==> src/rtl/pwm_dimmer_mc.sv <==
// pwm_dimmer_mc: multi-channel PWM LED dimmer with shadowed duty and fade.
//
// One prescaler and one RES-bit period counter are shared by all channels.
// Each channel keeps a target duty (written at any time) and an active duty
// (used for the waveform). The active duty only changes at period
// boundaries, so an output never shows a runt or glitch pulse. In fade mode
// the active duty moves one LSB per period toward the target.
//
// Ports:
//   clk, rst_n   clock, asynchronous active-low reset
//   en           global enable; low clears counters/outputs, snaps duties
//   prescale     counter advances every prescale+1 clk cycles (live)
//   wr_en        one-cycle duty write strobe
//   wr_ch        channel of the write (>= CHANNELS is ignored)
//   wr_duty      new target duty, clamped to 2^RES
//   wr_fade      1 = ramp to target, 0 = jump to target
//   pwm          registered PWM outputs
//   period_tick  registered one-cycle pulse at each period boundary
//   fade_done    per channel, active duty equals target duty
module pwm_dimmer_mc #(
  parameter int CHANNELS = 4,
  parameter int RES      = 8,
  parameter int PRESC_W  = 8,
  parameter int CH_W     = 2
) (
  input  logic                clk,
  input  logic                rst_n,
  input  logic                en,
  input  logic [PRESC_W-1:0]  prescale,
  input  logic                wr_en,
  input  logic [CH_W-1:0]     wr_ch,
  input  logic [RES:0]        wr_duty,
  input  logic                wr_fade,
  output logic [CHANNELS-1:0] pwm,
  output logic                period_tick,
  output logic [CHANNELS-1:0] fade_done
);

  localparam logic [RES:0]     DUTY_MAX  = {1'b1, {RES{1'b0}}};
  localparam logic [RES:0]     DUTY_ONE  = 1;
  localparam logic [RES-1:0]   CTR_MAX   = '1;
  localparam logic [RES-1:0]   CTR_ONE   = 1;
  localparam logic [PRESC_W-1:0] PRESC_ONE = 1;

  logic [PRESC_W-1:0] presc_cnt;
  logic [RES-1:0]     ctr;
  logic [RES-1:0]     ctr_nxt;
  logic               tick;
  logic               boundary;
  logic [RES:0]       wr_duty_clamp;

  logic [RES:0]       duty_act  [CHANNELS];
  logic [RES:0]       duty_tgt  [CHANNELS];
  logic [RES:0]       tgt_wt    [CHANNELS];
  logic [RES:0]       duty_nxt  [CHANNELS];
  logic [RES:0]       duty_used [CHANNELS];
  logic [CHANNELS-1:0] fade;
  logic [CHANNELS-1:0] fade_wt;
  logic [CHANNELS-1:0] wr_hit;
  logic [CHANNELS-1:0] pwm_nxt;

  assign tick          = en && (presc_cnt == prescale);
  assign ctr_nxt       = ctr + CTR_ONE;
  assign boundary      = tick && (ctr == CTR_MAX);
  assign wr_duty_clamp = (wr_duty > DUTY_MAX) ? DUTY_MAX : wr_duty;

  // Target and fade flag are write-through so a write landing in the
  // boundary cycle already takes effect at that boundary.
  always_comb begin
    wr_hit    = '0;
    fade_wt   = '0;
    pwm_nxt   = '0;
    tgt_wt    = '{default: '0};
    duty_nxt  = '{default: '0};
    duty_used = '{default: '0};
    for (int i = 0; i < CHANNELS; i++) begin
      wr_hit[i]  = wr_en && (int'(wr_ch) == i);
      tgt_wt[i]  = wr_hit[i] ? wr_duty_clamp : duty_tgt[i];
      fade_wt[i] = wr_hit[i] ? wr_fade : fade[i];
      if (!fade_wt[i])
        duty_nxt[i] = tgt_wt[i];
      else if (duty_act[i] < tgt_wt[i])
        duty_nxt[i] = duty_act[i] + DUTY_ONE;
      else if (duty_act[i] > tgt_wt[i])
        duty_nxt[i] = duty_act[i] - DUTY_ONE;
      else
        duty_nxt[i] = duty_act[i];
      duty_used[i] = boundary ? duty_nxt[i] : duty_act[i];
      // Extra MSB lets duty 2^RES compare above every counter value.
      pwm_nxt[i]   = ({1'b0, ctr_nxt} < duty_used[i]);
    end
  end

  always_ff @(posedge clk or negedge rst_n) begin
    if (!rst_n) begin
      presc_cnt   <= '0;
      ctr         <= '0;
      pwm         <= '0;
      period_tick <= 1'b0;
      fade        <= '0;
      for (int i = 0; i < CHANNELS; i++) begin
        duty_act[i] <= '0;
        duty_tgt[i] <= '0;
      end
    end else begin
      for (int i = 0; i < CHANNELS; i++) begin
        duty_tgt[i] <= tgt_wt[i];
      end
      fade <= fade_wt;
      if (!en) begin
        presc_cnt   <= '0;
        ctr         <= '0;
        pwm         <= '0;
        period_tick <= 1'b0;
        // Disabled: pending fades snap to their (post-write) target.
        for (int i = 0; i < CHANNELS; i++) begin
          duty_act[i] <= tgt_wt[i];
        end
      end else begin
        period_tick <= boundary;
        if (tick) begin
          presc_cnt <= '0;
          ctr       <= ctr_nxt;
          pwm       <= pwm_nxt;
        end else begin
          presc_cnt <= presc_cnt + PRESC_ONE;
        end
        if (boundary) begin
          for (int i = 0; i < CHANNELS; i++) begin
            duty_act[i] <= duty_nxt[i];
          end
        end
      end
    end
  end

  always_comb begin
    fade_done = '0;
    for (int i = 0; i < CHANNELS; i++) begin
      fade_done[i] = (duty_act[i] == duty_tgt[i]);
    end
  end

endmodule

==> config.mk <==
export PLATFORM = sky130hd
export DESIGN_NAME = pwm_dimmer_mc
export DESIGN_NICKNAME = d
export VERILOG_FILES = /design/src/rtl/pwm_dimmer_mc.sv
export SDC_FILE = /design/constraint.sdc
export NUM_CORES = 1
export LEC_CHECK = 0
export ABC_AREA = 0
export CAP_MARGIN = 20
export CORE_AREA = 2 2 125 127
export CTS_BUF_LIST = sky130_fd_sc_hd__clkbuf_4
export DETAILED_ROUTE_END_ITERATION = 8
export DIE_AREA = 0 0 127 129
export GPL_TIMING_DRIVEN = 0
export HOLD_SLACK_MARGIN = 0.12
export PLACE_DENSITY_LB_ADDON = 0.2
export SLEW_MARGIN = 20
export SYNTH_ARGS = -nofsm -noshare
export SYNTH_HDL_FRONTEND = slang
export SYNTH_SLANG_ARGS = --single-unit
==> constraint.sdc <==
create_clock -name clk -period 5.9 [get_ports clk]
set_input_delay 0.885 -clock clk [delete_from_list [all_inputs] [get_ports clk]]
set_output_delay 0.885 -clock clk [all_outputs]
set_load 0.05 [all_outputs]
* Word-level counts from Yosys, hierarchy flattened
Index checks and enable logic that the tools add are counted.
** Storage, ports and cells
- Register bits :: 97
- Latch bits :: 0
- Memory bits (writable) :: 0
- Bits in read-only memories :: 0
- Output and inout bits :: 9
- Memories :: 0
** Operators by class
- $add $sub $neg :: 10
- $mul :: 0
- Divide/modulo/power cells :: 0
- Magnitude comparators :: 13
- Equality and inequality tests :: 11
- Shift-type cells :: 0
- Multiplexer cells :: 34
- Bitwise gates (word level) :: 0
- Reductions and logical operators :: 7
** Operators by type and width (count)
- 9-bit two-way mux :: 21
- 36-bit two-way mux :: 2
- 9-bit by 1-bit adder with 9-bit output (second input constant) :: 4
- 9-bit == test :: 4
- 9-bit > comparator :: 4
- 8-bit by 9-bit < comparator with 1-bit output :: 4
- 9-bit < comparator :: 4
- 9-bit by 1-bit subtractor with 9-bit output (second input constant) :: 4
- 8-bit two-way mux :: 4
- 8-bit by 1-bit adder with 8-bit output (second input constant) :: 2
- 9-bit > comparator (second input constant) :: 1
- 8-bit == test :: 1
- 8-bit == test (second input constant) :: 1
- 4-bit two-way mux :: 2
- 1-bit logical AND :: 6
- 1-bit two-way mux :: 5
- 2-bit == test (second input constant) :: 2
- 2-bit by 1-bit inequality test with 1-bit output (second input constant) :: 2
- 2-bit by 1-bit == test with 1-bit output (second input constant) :: 1
- 2-bit zero test :: 1

* Logic depth before layout (Yosys ltp)
- Depth after elaboration :: 11
- Depth in mapped cells :: 22
- Mapped depth without buffers :: 21

* Least setup slack after synthesis
OpenSTA, ideal clock, no wires.
- Path kind :: input to register
- Start point :: in wr_en
- End point :: reg pwm[3]
- Data arrival time :: 5.268 ns
- Required time :: 5.834 ns
- Setup slack :: 0.566 ns
- Cell stages on the path :: 18
- Path buffers :: 1
- Path through :: nand3_1 -> clkbuf_1 -> o21ai_0 -> inv_1 -> ha_1 -> nand4_2 -> a211oi_2 -> a2111oi_4 -> or4b_4 -> o32a_1 -> or4_1 -> and3_1 -> ha_1 -> inv_1 -> o22ai_1 -> or4_1 -> o311ai_0 -> o221a_2
** RTL lines
- start, declared :: RTL line 30 : input logic wr_en,
- end signal, assigned :: RTL line 124 : pwm <= pwm_nxt;
- end, declared :: RTL line 34 : output logic [CHANNELS-1:0] pwm,

==> impl_metrics.csv <==
group,metric,value,unit
placement,port_buffers,32,
cts,clk_latency,510,ps
global_route,grt_pass1_vias,7446,
global_route,antenna_found_initial,1,
detailed_routing,routed_wl,25900,µm
placement,dp_hpwl,18800,µm
die,start_util,0.546,
yosys,syn_area_per_cell,8.14,µm²
global_route,met2_usage,0.504,
die,core_area,0.0150,mm²
detailed_routing,dr.pass1.iters,8,
yosys,yosys_register_bits,97,
timing,slew_headroom,0.453,
timing,max_freq,0.174,GHz
yosys,ys_seq_area_frac,0.297,
detailed_routing,wl_per_cell,20.8,µm
yosys,synth_top_flop_cell,"dfrtp_1",
setup_path,critPathMaxFanout,6,
die,num_io_pins,33,
yosys,synth_edf_count,0,
die,rows,45,
yosys,yosysTopAreaCell,"dfrtp_1",
setup_path,worstPathRequired,6340,ps
cts,hold_buffers,0,
cts,cts_buffer_depth,2,
global_route,busiest_layer,"met2",
yosys,synth_most_common_cell,"dfrtp_1",
timing,setup_tns,0,ps
timing,fin_skew,25.9,ps
yosys,netlist_instances,1004,
global_route,grt_pass1_wl,40900,µm
setup_path,cp-start-kind,"input pin",
cells_and_area,area_delta_synth_final,11.1,%
detailed_routing,via_per_inst,6.41,
global_route,grtUsageMet1,0.444,
yosys,synth_area_leaders,"dfrtp_1 (30%), ha_1 (11%), xnor2_1 (5.0%)",
detailed_routing,drtIter0Drc,987,
detailed_routing,drc,0,
min_path,hp-class,"in -> async",
power,peakVddDrop,0.116,mV
cells_and_area,layout-drive-gt1-share,0.0577,
timing,fin_crit_sh,0.973,
cts,numCtsBuffers,9,
yosys,yosysWarnings,0,
yosys,synth_top_area_frac,0.297,
timing,finalHoldViolCount,0,
power,p_per_area,250,mW/mm²
global_route,met3_usage,0.0649,
setup_path,crit_path_end_kind,"flip-flop",
timing,maxSlewViolCount,0,
timing,tightest_slew,798,ps
placement,place_ws,-1020,ps
timing,fin_crit,5740,ps
global_route,grt_max_degree,61,
die,die_w,127,µm
setup_path,arrival,6190,ps
outcome,status,"completed",
cts,cts_tree,"done",
detailed_routing,ant_nets,0,
setup_path,ff2ff_setup_slack,990,ps
cells_and_area,final_util,0.606,
power,total_power,0.00227,W
timing,fin_ws,156,ps
timing,setup_viol,0,
setup_path,crit_type,"in -> reg",
job,cap_violations,0,
yosys,synth_common_cells,"dfrtp_1 (97), nand2_1 (88), nor2_1 (80), o21ai_0 (78), ha_1 (74)",
detailed_routing,vias,7996,
placement,gp_congestion,0.943,
yosys,syn_nets,1102,
yosys,async_flop_share,1.00,
global_route,track_usage,0.325,
yosys,synth_area,0.00818,mm²
global_route,grt.overflow.total,0,
cts,cts_max_level,3,
cells_and_area,fin_nets,1152,
cts,path_clk_slew,170,ps
cts,cts-root-buf,"clkbuf_4",
timing,rsz0062_at_grt,"false",
power,p_leak,4.11,nW
die,die_h,129,µm
yosys,synth_cell_types,65,
die,die-area,0.0164,mm²
cts,cts.sinks,97,
-- state kept, by name, summed over array words and instances (netlist names) --
signal       cells
ctr              8
duty_act        36
duty_tgt        36
fade             4
period_tick      1
presc_cnt        8
pwm              4
-- through the flow --
stage	cell area [µm²]	hold WS, ps	std cells
finish	9080	250	1247
global route	9080	274	1247
CTS	8990	263	1243
detailed placement	8760	543	1225
global placement	8730	548	1224
floorplan	8180	502	1004
-- cell families after synthesis --
logic type	share of synthesized area
and+or+nand+nor	0.210
AOI/OAI and AO/OA	0.225
buffers and inverters	0.0534
DFF	0.297
adders and majority gates	0.113
xor gates and xnor gates	0.0686
muxes	0.0332
-- timing repair --
item | CTS | global route
setup endpoints to repair | 3 | 4
setup buffers | 3 | 4
pin swaps | 1 | 1
resized for setup | 13 | 25
-- worst paths after layout --
check / start / to / cells past startpoint
worst max-delay path: wr_duty[8] / pwm[3]$_DFFE_PN0P_ / 20
worst min-delay path: rst_n / duty_tgt[27]$_DFF_PN0_ / 1
worst max register to register: ctr[0]$_DFFE_PN0P_ / pwm[3]$_DFFE_PN0P_ / 16
worst min register to register: duty_tgt[7]$_DFF_PN0_ / duty_tgt[7]$_DFF_PN0_ / 2
max in group asynchronous: rst_n / presc_cnt[5]$_DFF_PN0_ / 2
min in group clk: duty_tgt[7]$_DFF_PN0_ / duty_tgt[7]$_DFF_PN0_ / 2
-- power by group --
group	internal, W	switching [W]
Clock	0.000215	0.000259
Combinational	0.000389	0.000589
Sequential	0.000739	0.0000777
-- placed cells by master (no fill, tap or decap), drive strengths merged, types with 10 or more instances in the layout --
master and n:
nand2b 14, dfrtp 97, a21oi 61, o21ai 79, inv 57, nor2 80
mux2i 26, o22ai 15, nand4 20, a211oi 13, ha 74, nor2b 10
a22oi 20, o21a 19, nor3 15, nand2 88, clkbuf 60, a31oi 12
nand3 43, buf 16, clkdlybuf4s50 31, and3 19, xnor2 47, xor2 17
-- routing by layer --
layer,wire length [µm],vias to the layer above
li1,-,3745
met1,10900,3774
met2,11500,410
met3,2480,67
met4,1040,0
met5,0,-
-- final cells by class --
class / count / area, µm²
Clock buffer: 9 / 67.6
Timing Repair Buffer: 40 / 402
Clock inverter: 6 / 115
Antenna cell: 1 / 2.50
Fill cell: 1384 / 5890
Multi-Input combinational cell: 792 / 5390
Tap cell: 188 / 235
Inverter: 56 / 210
Sequential cell: 97 / 2430
Buffer: 58 / 233
-- critical path, stage by stage --
cell             delay (ps)
clkdlybuf4s50_1         530
nand2b_1                420
o21ai_0                 410
ha_1                    300
nand3b_1                160
a211oi_2                290
a2111oi_4                50
buf_4                   170
or4b_4                  530
o32a_1                  360
or4_1                   410
and3_1                  170
ha_1                    310
inv_1                    70
o22ai_1                  70
or4_1                   440
o21ai_0                 170
a211oi_1                 60
o311ai_1                120
o221a_2                 250
Power figures use the tool's default switching activity.
